--- src/rtl/boot_frame_ctrl_if.sv ---
// Receive-byte and memory-write signal bundle for the boot frame controller.
// The slave modport is the controller; the master modport is its environment.
interface boot_frame_ctrl_if #(
  parameter int ADDR_W = 8
);
  logic              start;
  logic              byte_valid;
  logic [7:0]        byte_data;
  logic              rx_timeout;
  logic              mem_we;
  logic [ADDR_W-1:0] mem_addr;
  logic [7:0]        mem_wdata;
  logic              busy;
  logic              done;
  logic              error;
  logic [1:0]        err_code;
  logic [15:0]       length;

  modport slave (
    input  start, byte_valid, byte_data, rx_timeout,
    output mem_we, mem_addr, mem_wdata, busy, done, error, err_code, length
  );

  modport master (
    output start, byte_valid, byte_data, rx_timeout,
    input  mem_we, mem_addr, mem_wdata, busy, done, error, err_code, length
  );
endinterface

--- src/rtl/boot_frame_ctrl.sv ---
// Parses a sync/length/payload/checksum boot frame from a UART byte stream into memory.
// Payload writes appear one cycle after each accepted byte; the receiver cannot be stalled.
module boot_frame_ctrl #(
  parameter int          ADDR_W    = 8,
  parameter int unsigned MAX_LEN   = 256,
  parameter logic [7:0]  SYNC_BYTE = 8'hA5
) (
  input logic              clk,
  input logic              n_rst,
  boot_frame_ctrl_if.slave bus
);

  typedef enum logic [2:0] {
    S_IDLE, S_SYNC, S_LEN_LO, S_LEN_HI, S_PAYLOAD, S_CSUM, S_DONE, S_ERROR
  } state_t;

  state_t            state;
  logic [7:0]        len_lo;
  logic [15:0]       length_q;
  logic [ADDR_W:0]   index;
  logic [7:0]        csum;
  logic              mem_we_q;
  logic [ADDR_W-1:0] mem_addr_q;
  logic [7:0]        mem_wdata_q;
  logic              busy_q;
  logic              done_q;
  logic              error_q;
  logic [1:0]        err_code_q;

  logic [15:0] len_full;
  logic        len_ok;
  logic [16:0] idx_next;
  logic        last_byte;
  logic [7:0]  csum_fin;

  always_comb begin
    len_full  = {bus.byte_data, len_lo};
    len_ok    = (len_full != 16'd0) && ({16'd0, len_full} <= MAX_LEN);
    // index is one bit wider than the address so a full-memory length still compares
    idx_next  = 17'(index) + 17'd1;
    last_byte = (idx_next == {1'b0, length_q});
    csum_fin  = csum + bus.byte_data;
  end

  always_ff @(posedge clk or negedge n_rst) begin
    if (!n_rst) begin
      state       <= S_IDLE;
      len_lo      <= 8'd0;
      length_q    <= 16'd0;
      index       <= '0;
      csum        <= 8'd0;
      mem_we_q    <= 1'b0;
      mem_addr_q  <= '0;
      mem_wdata_q <= 8'd0;
      busy_q      <= 1'b0;
      done_q      <= 1'b0;
      error_q     <= 1'b0;
      err_code_q  <= 2'd0;
    end else begin
      mem_we_q <= 1'b0;
      case (state)
        S_IDLE, S_DONE, S_ERROR: begin
          if (bus.start) begin
            state      <= S_SYNC;
            busy_q     <= 1'b1;
            done_q     <= 1'b0;
            error_q    <= 1'b0;
            err_code_q <= 2'd0;
          end
        end
        S_SYNC: begin
          if (bus.byte_valid && bus.byte_data == SYNC_BYTE) state <= S_LEN_LO;
        end
        default: begin
          // Timeout outranks a byte arriving in the same cycle; that byte is dropped.
          if (bus.rx_timeout) begin
            state      <= S_ERROR;
            busy_q     <= 1'b0;
            error_q    <= 1'b1;
            err_code_q <= 2'd2;
          end else if (bus.byte_valid) begin
            case (state)
              S_LEN_LO: begin
                len_lo <= bus.byte_data;
                state  <= S_LEN_HI;
              end
              S_LEN_HI: begin
                length_q <= len_full;
                if (len_ok) begin
                  state <= S_PAYLOAD;
                  index <= '0;
                  csum  <= 8'd0;
                end else begin
                  state      <= S_ERROR;
                  busy_q     <= 1'b0;
                  error_q    <= 1'b1;
                  err_code_q <= 2'd1;
                end
              end
              S_PAYLOAD: begin
                mem_we_q    <= 1'b1;
                mem_addr_q  <= index[ADDR_W-1:0];
                mem_wdata_q <= bus.byte_data;
                csum        <= csum_fin;
                index       <= idx_next[ADDR_W:0];
                if (last_byte) state <= S_CSUM;
              end
              S_CSUM: begin
                busy_q <= 1'b0;
                if (csum_fin == 8'd0) begin
                  state  <= S_DONE;
                  done_q <= 1'b1;
                end else begin
                  state      <= S_ERROR;
                  error_q    <= 1'b1;
                  err_code_q <= 2'd3;
                end
              end
              default: ;
            endcase
          end
        end
      endcase
    end
  end

  assign bus.mem_we    = mem_we_q;
  assign bus.mem_addr  = mem_addr_q;
  assign bus.mem_wdata = mem_wdata_q;
  assign bus.busy      = busy_q;
  assign bus.done      = done_q;
  assign bus.error     = error_q;
  assign bus.err_code  = err_code_q;
  assign bus.length    = length_q;

endmodule

--- src/flat_wrapper.sv ---
// flat-port wrapper written by rule: the top's interface ports become plain ports
module boot_frame_ctrl_flat 
#(
  parameter int          ADDR_W    = 8,
  parameter int unsigned MAX_LEN   = 256,
  parameter logic [7:0]  SYNC_BYTE = 8'hA5
)
  (clk, n_rst, bus_start, bus_byte_valid, bus_byte_data, bus_rx_timeout, bus_mem_we, bus_mem_addr, bus_mem_wdata, bus_busy, bus_done, bus_error, bus_err_code, bus_length);
  boot_frame_ctrl_if #(.ADDR_W(ADDR_W)) bus_i ();
  input logic clk;
  input logic n_rst;
  input wire logic [$bits(bus_i.start)-1:0] bus_start;
  input wire logic [$bits(bus_i.byte_valid)-1:0] bus_byte_valid;
  input wire logic [$bits(bus_i.byte_data)-1:0] bus_byte_data;
  input wire logic [$bits(bus_i.rx_timeout)-1:0] bus_rx_timeout;
  output wire logic [$bits(bus_i.mem_we)-1:0] bus_mem_we;
  output wire logic [$bits(bus_i.mem_addr)-1:0] bus_mem_addr;
  output wire logic [$bits(bus_i.mem_wdata)-1:0] bus_mem_wdata;
  output wire logic [$bits(bus_i.busy)-1:0] bus_busy;
  output wire logic [$bits(bus_i.done)-1:0] bus_done;
  output wire logic [$bits(bus_i.error)-1:0] bus_error;
  output wire logic [$bits(bus_i.err_code)-1:0] bus_err_code;
  output wire logic [$bits(bus_i.length)-1:0] bus_length;
  assign bus_i.start = bus_start;
  assign bus_i.byte_valid = bus_byte_valid;
  assign bus_i.byte_data = bus_byte_data;
  assign bus_i.rx_timeout = bus_rx_timeout;
  assign bus_mem_we = bus_i.mem_we;
  assign bus_mem_addr = bus_i.mem_addr;
  assign bus_mem_wdata = bus_i.mem_wdata;
  assign bus_busy = bus_i.busy;
  assign bus_done = bus_i.done;
  assign bus_error = bus_i.error;
  assign bus_err_code = bus_i.err_code;
  assign bus_length = bus_i.length;
  boot_frame_ctrl #(.ADDR_W(ADDR_W), .MAX_LEN(MAX_LEN), .SYNC_BYTE(SYNC_BYTE)) u_core (.clk(clk), .n_rst(n_rst), .bus(bus_i));
endmodule
--- config.mk ---
export PLATFORM = sky130hd
export DESIGN_NAME = boot_frame_ctrl_flat
export DESIGN_NICKNAME = d
export VERILOG_FILES = /design/src/rtl/boot_frame_ctrl_if.sv /design/src/rtl/boot_frame_ctrl.sv /design/src/flat_wrapper.sv
export SDC_FILE = /design/constraint.sdc
export NUM_CORES = 1
export LEC_CHECK = 0
export CAP_MARGIN = 20
export CORE_UTILIZATION = 50
export CTS_CLUSTER_DIAMETER = 40
export DETAILED_ROUTE_END_ITERATION = 16
export PLACE_DENSITY_LB_ADDON = 0.2
export REMOVE_ABC_BUFFERS = 1
export SETUP_SLACK_MARGIN = 0.2
export SLEW_MARGIN = 30
export SYNTH_ARGS = -nofsm -noshare
export SYNTH_HDL_FRONTEND = slang
export SYNTH_SLANG_ARGS = --single-unit
--- constraint.sdc ---
create_clock -name clk -period 3.6 [get_ports clk]
set_input_delay 1.08 -clock clk [delete_from_list [all_inputs] [get_ports clk]]
set_output_delay 1.08 -clock clk [all_outputs]
set_load 0.01 [all_outputs]
# Yosys cells after proc, flatten, opt, wreduce, memory -nomap -nowiden
# Cells that the tools add are included.
[word_totals]
input_bits = 13
reg_bits = 66
output_inout_bits = 38
word_cells = 99
[classes]
mux = 42
eq_ne = 16
bitwise = 3
addsub = 2
order_cmp = 1
n_reduce_logical = 23
[ops]
columns = ["cell", "count"]
rows = [
  ["$mux W1", 18],
  ["$pmux W9 S2", 1],
  ["$eq A17 B16 Y1", 1],
  ["$le A16 B9 Y1 const B", 1],
  ["$pmux W8 S2", 1],
  ["$reduce_bool A16 Y1", 1],
  ["$mux W3", 5],
  ["$reduce_and A5 Y1", 3],
  ["$eq A3 B3 Y1 const B", 4],
  ["$mux W2", 6],
  ["$pmux W3 S4", 1],
  ["$reduce_and A4 Y1", 3],
  ["$reduce_and A6 Y1", 2],
  ["$add A9 B1 Y10 const B", 1],
  ["$pmux W1 S2", 5],
  ["$mux W9", 1],
  ["$add A8 B8 Y8", 1],
  ["$eq A8 B8 Y1 const B", 1],
  ["$logic_not A8 Y1", 1],
  ["$mux W8", 1],
  ["$ne A4 B4 Y1 const B", 2],
  ["$pmux W2 S2", 2],
  ["$reduce_bool A2 Y1", 4],
  ["$reduce_bool A4 Y1", 2],
  ["13 further kinds", 19],
]

# Depth between registers and ports, before layout
# Gate-level depths: netlist of the first run.
[logic_depth]
word_depth = 7
mapped_depth = 8
depth_no_buf = 8

# Least setup slack after synthesis of the first run
# No wires, ideal clock.
[synth_path]
path_type = "input to register"
startpoint = "input port bus_byte_data[1]"
endpoint = "register u_core.csum[7]"
arrival_ps = 3125
setup_slack_ps = 351
required_time_ps = 3476
path_stages = 6
cell_sequence = "or4_1 or4_1 or3b_4 o32ai_4 nand3b_4 a211o_1"
[synth_via]
elab_chain_len = 4
word_cells_on_any_way = 7
[synth_rtl]
columns = ["element", "line", "rtl"]
rows = [
  ["from (decl)", "flat_wrapper.sv:14", "input wire logic [$bits(bus_i.byte_data)-1:0] bus_byte_data;"],
  ["$le A16 B9 Y1 or $reduce_bool A16 Y1 (tied branches)", "boot_frame_ctrl.sv:38", "len_ok = (len_full != 16'd0) && ({16'd0, len_full} <= MAX_LEN);"],
  ["$logic_and A1 B1 Y1", "boot_frame_ctrl.sv:38", ""],
  ["$ne A2 B1 Y1 (no source line)", "--", ""],
  ["$reduce_and A5 Y1 (no source line)", "--", ""],
  ["to (signal assigned)", "boot_frame_ctrl.sv:104", "csum <= csum_fin;"],
  ["to (decl)", "boot_frame_ctrl.sv:21", "logic [7:0] csum;"],
]
# Several ways; a longest one is shown, not always the timed one.
# A chain may end at the register's enable or synchronous reset.

# Worst setup path after layout of the first run
[layout_path]
startpoint = "input port bus_byte_data[6]"
endpoint = "register u_core.err_code_q[0] (netlist: u_core.bus.err_code[0])"
[layout_via]
elab_chain_len = 4
word_cells_on_any_way = 8
[layout_rtl]
columns = ["element", "line", "rtl"]
rows = [
  ["$add A8 B8 Y8 (tied with other cells)", "boot_frame_ctrl.sv:42", "csum_fin = csum + bus.byte_data;"],
  ["$logic_not A8 Y1 or $logic_and A1 B1 Y1 (tied branches)", "boot_frame_ctrl.sv:110, boot_frame_ctrl.sv:38", ""],
  ["$ne A4 B4 Y1 (no source line)", "--", ""],
  ["$reduce_and A6 Y1 (no source line) *", "--", ""],
  ["to (signal assigned)", "boot_frame_ctrl.sv:58", "err_code_q <= 2'd0;"],
  ["to (signal assigned)", "boot_frame_ctrl.sv:68", "err_code_q <= 2'd0;"],
  ["to (signal assigned)", "boot_frame_ctrl.sv:116", "err_code_q <= 2'd3;"],
  ["to (decl)", "boot_frame_ctrl.sv:28", "logic [1:0] err_code_q;"],
]
# Every way passes the cells marked *; elsewhere a longest branch is shown, timed or not.

==> results of run 1 <==
[metrics by stage]
| stage | utilization (%) | cells | hold slack, ns |
|---|---|---|---|
| global placement | 63.4 | 512 | 0.457 |
| CTS | 67.4 | 533 | 0.481 |
| detailed placement | 63.4 | 512 | 0.462 |
| finish | 68.0 | 534 | 0.475 |
| global route | 68.0 | 534 | 0.508 |
| floorplan | - | 334 | 0.460 |
[worst reg2reg max path, stage by stage (launching register included)]
cell and delay (ns):
sky130_fd_sc_hd__dfrtp_1 0.40, sky130_fd_sc_hd__ha_2 0.21, sky130_fd_sc_hd__fa_2 0.39, sky130_fd_sc_hd__a211o_1 0.36, sky130_fd_sc_hd__a2111o_1 0.42, sky130_fd_sc_hd__nand3_2 0.09, sky130_fd_sc_hd__nor4_1 0.05, sky130_fd_sc_hd__a31oi_1 0.19
sky130_fd_sc_hd__buf_4 0.15, sky130_fd_sc_hd__mux2_2 0.34
[synthesized netlist by cell type, types with 2 or more instances]
library cell,instances
sky130_fd_sc_hd__nor2b_1,2
sky130_fd_sc_hd__and2_1,2
sky130_fd_sc_hd__nor3_1,8
sky130_fd_sc_hd__dfrtp_1,66
sky130_fd_sc_hd__a31oi_1,10
sky130_fd_sc_hd__a21oi_1,9
sky130_fd_sc_hd__a22o_1,7
sky130_fd_sc_hd__buf_1,2
sky130_fd_sc_hd__xnor2_1,10
sky130_fd_sc_hd__buf_4,2
sky130_fd_sc_hd__ha_1,8
sky130_fd_sc_hd__and3_1,5
sky130_fd_sc_hd__o211ai_1,5
sky130_fd_sc_hd__o21ai_0,13
sky130_fd_sc_hd__a211o_1,4
sky130_fd_sc_hd__inv_1,6
sky130_fd_sc_hd__clkbuf_1,15
sky130_fd_sc_hd__xor2_1,5
sky130_fd_sc_hd__o21a_1,3
sky130_fd_sc_hd__mux2_2,27
sky130_fd_sc_hd__or4_1,4
sky130_fd_sc_hd__nand3_1,8
sky130_fd_sc_hd__a211oi_1,2
sky130_fd_sc_hd__a21o_1,3
sky130_fd_sc_hd__nand2b_1,5
sky130_fd_sc_hd__nand2_1,62
sky130_fd_sc_hd__or3_1,3
sky130_fd_sc_hd__nand4_1,9
sky130_fd_sc_hd__o31ai_1,3
sky130_fd_sc_hd__nor2_1,16
sky130_fd_sc_hd__nor3b_1,3
sky130_fd_sc_hd__a221oi_1,2
sky130_fd_sc_hd__nor4_1,4
[area by class of cell]
class	instances	area, um2	area share (%)
flip-flops and latches	66	1650	35.5
clock buffers	9	124	2.67
well taps	96	120	2.58
clock inverters	7	81.3	1.75
multi-input cells	261	1820	39.3
inverters	7	26.3	0.565
repair buffers	88	820	17.6
[sequential cells by signal (all words and copies together), names as in the netlist]
name	count
u_core.bus.busy	1
u_core.bus.done	1
u_core.bus.err_code	2
u_core.bus.error	1
u_core.bus.length	16
u_core.bus.mem_addr	8
u_core.bus.mem_wdata	8
u_core.bus.mem_we	1
u_core.csum	8
u_core.index	9
u_core.len_lo	8
u_core.state	3
[timing repair]
item	4_1_cts	5_1_grt
gates resized for setup	8	8
endpoints found under the setup margin	12	16
setup buffers	5	1
pin swaps	7	8
gates cloned	0	0
[power groups by stage]
stage / logic (mW) / clock network, mW / registers, mW
final: 1.75 / 0.657 / 1.28
after global routing: 1.90 / 0.702 / 1.32
after global placement: 1.59 / 0 / 1.28
after CTS: 1.68 / 0.672 / 1.27
after floorplan: 0.857 / 0 / 1.28
after detailed placement: 1.63 / 0 / 1.28
[how the worst min path moves through the flow]
stage | startpoint | to | slack [ns] | depth (start not counted)
after global routing | u_core.bus.mem_addr[7] | u_core.bus.mem_addr[7] | 0.51 | 2
final | u_core.bus.mem_addr[5] | u_core.bus.mem_addr[5] | 0.47 | 2
after global placement | u_core.bus.mem_addr[6] | u_core.bus.mem_addr[6] | 0.46 | 2
after detailed placement | u_core.bus.mem_addr[3] | u_core.bus.mem_addr[3] | 0.46 | 2
after floorplan | u_core.csum[2] | u_core.csum[2] | 0.46 | 1
after CTS | u_core.bus.mem_addr[7] | u_core.bus.mem_addr[7] | 0.48 | 2
[cell families after synthesis]
logic type | share of synthesized area, %
adder cells (fa/ha/maj) | 3.40
XOR/XNOR | 3.71
AO/OA/AOI/OAI | 14.9
multiplexers | 8.60
buffers and inverters | 3.11
flip-flops | 46.7
AND/OR/NAND/NOR | 19.6
[per-layer routing]
metal	vias up	track usage, %
li1	1444	-
met1	1481	34.0
met2	129	40.4
met3	24	3.85
met4	0	12.9
met5	-	0
==> impl_metrics.toml, run 1 <==
[status]
outcome = "complete, no violations"

[global_route]
first_pass_grt_wire_length_mm = 14.3
grt.total_usage_pct = 25.5
initial_antenna_violation_count = 0
vias_in_the_first_global_route = 2950
grt_max_degree = 38
globalRoute.totalOverflow = 0

[floorplan]
die_height_um = 86.1
core_area_mm2 = 0.00683
starting_density_pct = 51.8
fp-row-count = 30
floorplan.die_area_mm2 = 0.00741
io_pins = 51
dieWidth_um = 86.1

[power_and_ir_drop]
power_density_mw_per_mm2 = 793
intPower_mw = 2.31
swShare_pct = 37.4
switching_pwr_mw = 1.38
clock_network_fraction_of_design_power_pct = 17.8
p_leak_nw = 2.12
power.share.combinational_pct = 47.5
vdd.ir_drop.worst_mv = 0.452
overall_power_mw = 3.69
seqPwrFrac_pct = 34.7

[clock_tree]
clk_root_buffer_cell = "sky130_fd_sc_hd__clkbuf_8"
tritoncts = "built"
worst_skew_pair.late_latency_ns = 0.35
clk_pin_slew_ns = 0.09
cts_sinks = 66
cts_max_level = 3
postCtsHoldBufs = 0
max-clock-path-buffers = 2
numCtsBuffers = 9

[routing]
drtPass1Iterations = 6
drt-vias-per-instance = 5.76
met2WireLength_mm = 4.18
wl_met3_um = 479
vias = 3078
drt-initial-drc-count = 229
met1_length_mm = 3.92
routed_wirelength_mm = 8.82
drt-wirelength-per-cell_um = 16.5
remaining_drc_errors = 0
postRouteAntennaNets = 0
top_signal_layer_used = "met4"

[timing]
slew-limit-headroom_pct = 49.7
maxClockFrequency_ghz = 0.300
min_period_over_period_pct = 92.6
clock_skew_ns = 0.00986
post-route-worst-setup-slack_ns = 0.267
finalMaxSlewViolations = 0
timing.final.crit_period_ns = 3.33
tightest_slew_ns = 0.755
rsz0062_at_grt = "false"
final-setup-viol-count = 0
final_hold_fails = 0
finalSetupTns_ns = 0

[logic_synthesis]
synthesis.area_mm2 = 0.00354
synth_top_area_share_pct = 46.7
synth-warning-count = 0
synth_cell_types = 54
dominantRegCellSynth = "sky130_fd_sc_hd__dfrtp_1"
sequential_to_total_area_share_from_yosys_stat_pct = 46.7
ys_seq_elements = 66
edff_count_synth = 0
postSynthCellCount = 354
proportion_of_synthesized_flip_flops_having_asynchronous_set_or_reset_pct = 100
synth_area_per_cell_um2 = 9.99
yosysTopAreaCell = "sky130_fd_sc_hd__dfrtp_1"
ys_top_cells_by_area = "sky130_fd_sc_hd__dfrtp_1, sky130_fd_sc_hd__mux2_2, sky130_fd_sc_hd__nand2_1"

[critical_path]
worst_path_dominant_cell_family = "simple AND/OR/NAND/NOR gates"
setup.worst_path.end = "u_core.bus.err_code[0]"
start_kind = "primary input"
worst_setup_path_end_kind = "flip-flop"
timing.critical_path.from = "bus_byte_data[6]"
rr_endpoint = "u_core.bus.err_code[0]"
timing.critical_path.depth = 8
path_max_fanout = 3
cp_slowest_stage_delay_ns = 0.54
critical_path.n_buffers_inverters = 2
worst_r2r_path_depth = 9
setup.worst_path.class = "primary input to flip-flop"
required_ns = 3.84
worstPathCellList = "dlygate4sd2_1 -> or4_4 -> or4_1 -> or3b_4 -> o41ai_4 -> a31oi_1 -> buf_4 -> mux2_2"
worst_path_arrival_ns = 3.57
worst-r2r-setup-slack_ns = 0.89
cpMaxStageDelayCell = "sky130_fd_sc_hd__or4_4"
r2r_start = "u_core.csum[0]"

[place]
post-dp-hpwl_mm = 5.94
place_ws_ns = -0.269
gp_congestion = 0.876
postPlaceCellArea_mm2 = 0.00433
io_buffer_count = 50

[layout]
layout-area-overhead-vs-synth_pct = 31.4
finish.instance_area_mm2 = 0.00465
commonest_non_fill_non_tap_cells_in_the_layout = "sky130_fd_sc_hd__dfrtp_1, sky130_fd_sc_hd__nand2_1, sky130_fd_sc_hd__clkdlybuf4s50_1"
ratio_of_cells_with_drive_above_1_in_the_final_layout_pct = 22.4
layout.nets = 455
antennaDiodeCount = 0
layout.filler_cells = 540
commonest_non_fill_non_tap_cell_in_the_layout = "sky130_fd_sc_hd__dfrtp_1"

[job]
max_cap_violations = 0

[worst_hold_path]
worst_hold_path_type = "flip-flop to flip-flop"
Note: power is estimated with default switching activity, not from simulation.
==> run 2, diff against run 1 <==
TNS_END_PERCENT = 10   (was unset)
==> impl_metrics.toml, run 2 (synthesis gave the netlist of run 1 again) <==
[layout]
ratio_of_cells_with_drive_above_1_in_the_final_layout_pct = 22.5
commonest_non_fill_non_tap_cells_in_the_layout = "sky130_fd_sc_hd__dfrtp_1, sky130_fd_sc_hd__nand2_1, sky130_fd_sc_hd__clkdlybuf4s50_1"
antennaDiodeCount = 0
footprint_of_the_flip_flops_and_latches_mm2 = 0.00165
layout_cells_excl_fill = 532
layout.filler_cells = 531
multi_input_gate_area_mm2 = 0.00185
largest_reg_flops = 16
finish.instance_area_mm2 = 0.00468
layout-area-overhead-vs-synth_pct = 32.3
layout.nets = 453
commonest_non_fill_non_tap_cell_in_the_layout = "sky130_fd_sc_hd__dfrtp_1"
layout.core_utilization_pct = 68.5

[critical_path]
rr_endpoint = "u_core.bus.err_code[0]"
start_kind = "primary input"
path_max_fanout = 3
worst_r2r_path_depth = 9
r2r_start = "u_core.csum[0]"
required_ns = 3.84
worst_path_arrival_ns = 3.51
setup.worst_path.end = "u_core.bus.err_code[0]"
setup.worst_path.class = "primary input to flip-flop"
worst_setup_path_end_kind = "flip-flop"
worst-r2r-setup-slack_ns = 0.87
timing.critical_path.from = "bus_byte_data[5]"

[global_route]
initial_antenna_violation_count = 0
vias_in_the_first_global_route = 2938
first_pass_grt_wire_length_mm = 14.3
globalRoute.totalOverflow = 0
grt.total_usage_pct = 25.2
grt_max_degree = 38

[routing]
remaining_drc_errors = 0
routed_wirelength_mm = 8.80
postRouteAntennaNets = 0
drt-initial-drc-count = 210
drt-vias-per-instance = 5.73
drtPass1Iterations = 4
vias = 3046
drt-wirelength-per-cell_um = 16.5

[timing]
final_hold_fails = 0
tightest_slew_ns = 0.758
final-setup-viol-count = 0
finalMaxSlewViolations = 0
rsz0062_at_grt = "false"
timing.final.crit_period_ns = 3.27
min_period_over_period_pct = 90.9
maxClockFrequency_ghz = 0.306
hold-worst-slack_ns = 0.475
clock_skew_ns = 0.00871
slew-limit-headroom_pct = 49.5

[job]
max_cap_violations = 0

[place]
postPlaceCellArea_mm2 = 0.00433
post-dp-hpwl_mm = 5.94
io_buffer_count = 50
placed_insts = 512
gp_congestion = 0.876

[clock_tree]
max-clock-path-buffers = 2
cts_sinks = 66
cts_max_level = 3
postCtsHoldBufs = 0
clk_root_buffer_cell = "sky130_fd_sc_hd__clkbuf_8"
numCtsBuffers = 9
tritoncts = "built"
clk_pin_slew_ns = 0.08
worst_skew_pair.late_latency_ns = 0.36

[status]
outcome = "complete, no violations"

[floorplan]
floorplan.die_area_mm2 = 0.00741
die_height_um = 86.1
fp-row-count = 30
dieWidth_um = 86.1
starting_density_pct = 51.8
core_area_mm2 = 0.00683
io_pins = 51

[power_and_ir_drop]
vdd.ir_drop.worst_mv = 0.465
power_density_mw_per_mm2 = 797
p_leak_nw = 2.15
overall_power_mw = 3.73

[worst_hold_path]
worst_hold_startpoint = "u_core.bus.mem_addr[5]"
worst_hold_path_type = "flip-flop to flip-flop"
==> run 2: cell count changes in the layout (fill, tap and decap cells not counted), sizes merged <==
cell,before,now
dlygate4sd2,4,0
dlymetal6s2s,1,5
buf,39,37
==> run 2: worst min-delay path by stage <==
stage	endpoint	slack [ns]	cells after the start
finish	u_core.bus.mem_addr[5]	0.47	2
global route	u_core.bus.mem_addr[7]	0.51	2
CTS	u_core.bus.mem_addr[7]	0.48	2
detailed placement	u_core.bus.mem_addr[3]	0.46	2
global placement	u_core.bus.mem_addr[6]	0.46	2
floorplan	u_core.csum[2]	0.46	1
==> run 2: report_power, final <==
group	switching [mW]	internal (mW)	leakage, nW	total (mW)
combinational	0.797	0.990	1.20	1.79
sequential	0.276	1.00	0.853	1.28
clock	0.330	0.331	0.101	0.661
==> run 2: routing by layer <==
layer / vias to the layer above / track usage [%] / share of wire (%)
li1: 1437 / - / -
met3: 12 / 3.66 / 4.3
met5: - / 0 / 0
met1: 1503 / 34.0 / 46
met2: 94 / 40.0 / 48
met4: 0 / 12.4 / 1.8
==> run 2: metrics by stage <==
step / setup slack, ns / TNS [ns]
final: 0.329 / 0
after global routing: 0.231 / 0
after CTS: 0.192 / 0
after detailed placement: -0.269 / -3.79
after global placement: -0.210 / -2.78
after floorplan: 0.351 / 0
==> run 2: cell type report <==
class / count / area share (%)
clock inverter: 7 / 1.74
tap: 96 / 2.57
clock buffer: 9 / 2.65
multi-input combinational: 261 / 39.6
timing repair buffer: 86 / 17.6
inverter: 7 / 0.562
sequential: 66 / 35.3
==> run 2: what timing repair did <==
item / in CTS / in global routing
endpoints found under the setup margin: 12 / 20
gates cloned: 0 / 0
setup buffers: 3 / 1
pin swaps: 3 / 12
gates resized for setup: 3 / 19
==> run 2: critical path, cell delays in order <==
cell                              delay, ns
sky130_fd_sc_hd__clkdlybuf4s50_1       0.45
sky130_fd_sc_hd__ha_1                  0.35
sky130_fd_sc_hd__nor2b_1               0.18
sky130_fd_sc_hd__or3b_2                0.49
sky130_fd_sc_hd__nand3_4               0.11
sky130_fd_sc_hd__nor4_4                0.05
sky130_fd_sc_hd__buf_4                 0.14
sky130_fd_sc_hd__a31oi_1               0.16
sky130_fd_sc_hd__buf_4                 0.15
sky130_fd_sc_hd__mux2_2                0.34
==> run 3, diff against run 2 <==
PLACE_DENSITY = 0.84   (was unset)
PLACE_DENSITY_LB_ADDON = unset   (was 0.2)
==> impl_metrics.toml, run 3 (synthesis gave the netlist of run 1 again) <==
[status]
outcome = "complete, no violations"

[place]
postPlaceCellArea_mm2 = 0.00430
place_ws_ns = -0.267
io_buffer_count = 50
gp_congestion = 0.973
post-dp-hpwl_mm = 6.11

[power_and_ir_drop]
power_density_mw_per_mm2 = 807
p_leak_nw = 2.12
overall_power_mw = 3.75
vdd.ir_drop.worst_mv = 0.485

[clock_tree]
postCtsHoldBufs = 0
clk_pin_slew_ns = 0.07
clk_root_buffer_cell = "sky130_fd_sc_hd__clkbuf_8"
numCtsBuffers = 9
max-clock-path-buffers = 2
cts_sinks = 66
cts_max_level = 3
worst_skew_pair.late_latency_ns = 0.34
tritoncts = "built"

[critical_path]
worst_setup_path_end_kind = "flip-flop"
path_max_fanout = 3
start_kind = "primary input"
setup.worst_path.class = "primary input to flip-flop"
required_ns = 3.83
worst_path_arrival_ns = 3.54

[timing]
hold-worst-slack_ns = 0.473
slew-limit-headroom_pct = 51.2
tightest_slew_ns = 0.731
final_hold_fails = 0
finalMaxSlewViolations = 0
post-route-worst-setup-slack_ns = 0.286
timing.final.crit_period_ns = 3.31
rsz0062_at_grt = "false"
maxClockFrequency_ghz = 0.302
final-setup-viol-count = 0
min_period_over_period_pct = 92.0
clock_skew_ns = 0.00764

[routing]
vias = 3102
routed_wirelength_mm = 9.24
postRouteAntennaNets = 0
remaining_drc_errors = 0
drtPass1Iterations = 5
drt-initial-drc-count = 266
drt-wirelength-per-cell_um = 17.5
drt-vias-per-instance = 5.88

[floorplan]
die_height_um = 86.1
dieWidth_um = 86.1
floorplan.die_area_mm2 = 0.00741
io_pins = 51
starting_density_pct = 51.8
core_area_mm2 = 0.00683
fp-row-count = 30

[layout]
largest_reg_flops = 16
commonest_non_fill_non_tap_cells_in_the_layout = "sky130_fd_sc_hd__dfrtp_1, sky130_fd_sc_hd__nand2_1, sky130_fd_sc_hd__clkdlybuf4s50_1"
layout.core_utilization_pct = 68.1
antennaDiodeCount = 0
layout.nets = 450
finish.instance_area_mm2 = 0.00465
ratio_of_cells_with_drive_above_1_in_the_final_layout_pct = 21.1
commonest_non_fill_non_tap_cell_in_the_layout = "sky130_fd_sc_hd__dfrtp_1"
layout-area-overhead-vs-synth_pct = 31.4

[global_route]
met1_usage_pct = 35.4
first_pass_grt_wire_length_mm = 15.1
initial_antenna_violation_count = 0
grt_max_degree = 38
globalRoute.totalOverflow = 0
groute.layer.met2.usage_pct = 43.1
grtUsageMet3_pct = 5.39
vias_in_the_first_global_route = 3096
grt.total_usage_pct = 26.7
top_usage_layer = "met2"

[job]
max_cap_violations = 0

[worst_hold_path]
worst_hold_path_type = "flip-flop to flip-flop"
-- run 3: changes by cell type in the layout (fill, tap and decap cells not counted), sizes merged --
cell	before	now
inv	10	6
buf	37	34
dlymetal6s2s	5	2
bufinv	1	3
clkbuf	9	11
clkdlybuf4s15	0	2
clkdlybuf4s50	44	43
dlygate4sd2	0	1
-- run 3: final cells by class --
| type | count | area [um2] |
|---|---|---|
| Sequential cell | 66 | 1650 |
| Clock buffer | 10 | 138 |
| Fill cell | 527 | 2180 |
| Tap cell | 96 | 120 |
| Timing Repair Buffer | 83 | 778 |
| Clock inverter | 5 | 103 |
| Inverter | 7 | 26.3 |
| Multi-Input combinational cell | 261 | 1830 |
-- run 3: repair_timing --
action,in CTS,in global routing
pin swaps,6,11
cloned,0,0
endpoints found under the setup margin,14,19
resized for setup,10,14
setup buffers,5,0
-- run 3: per-stage QoR --
stage / TNS [ns] / cells
2_1_floorplan: 0 / 334
3_3_place_gp: -2.52 / 508
3_5_place_dp: -4.17 / 508
4_1_cts: 0 / 528
5_1_grt: 0 / 528
6_report: 0 / 528
-- run 3: report_power, final --
group          leakage, nW  total [mW]  switching [mW]  internal (mW)
logic                 1.15        1.70           0.767          0.938
registers            0.853        1.29           0.283           1.00
clock network        0.118       0.760           0.286          0.474
total                 2.12        3.75            1.34           2.42
-- run 3: metal layers --
| metal | vias to the layer above | wire length, um |
|---|---|---|
| met4 | 0 | 209 |
| li1 | 1431 | - |
| met3 | 20 | 717 |
| met2 | 166 | 4560 |
| met1 | 1485 | 3750 |
| met5 | - | 0 |
-- run 3: worst paths after layout --
| kind | from | end | slack [ns] | cells past startpoint |
|---|---|---|---|---|
| setup / recovery | bus_byte_data[3] | u_core.bus.error | 0.29 | 8 |
| hold / removal | u_core.bus.mem_addr[5] | u_core.bus.mem_addr[5] | 0.47 | 2 |
| setup reg to reg | u_core.csum[0] | u_core.bus.err_code[1] | 0.90 | 9 |
| hold reg to reg | u_core.bus.mem_addr[5] | u_core.bus.mem_addr[5] | 0.47 | 2 |
| max in group asynchronous | n_rst | u_core.csum[6] | 2.17 | 2 |
| min in group asynchronous | n_rst | u_core.bus.mem_addr[2] | 0.79 | 1 |
-- run 3: worst max-delay path, cell delays in order --
cell and delay (ns):
sky130_fd_sc_hd__clkdlybuf4s15_1 0.18, sky130_fd_sc_hd__or4_4 0.53, sky130_fd_sc_hd__or4_1 0.41, sky130_fd_sc_hd__or3b_4 0.45
sky130_fd_sc_hd__o41ai_4 0.36, sky130_fd_sc_hd__a31oi_1 0.08, sky130_fd_sc_hd__buf_4 0.16, sky130_fd_sc_hd__mux2_4 0.29
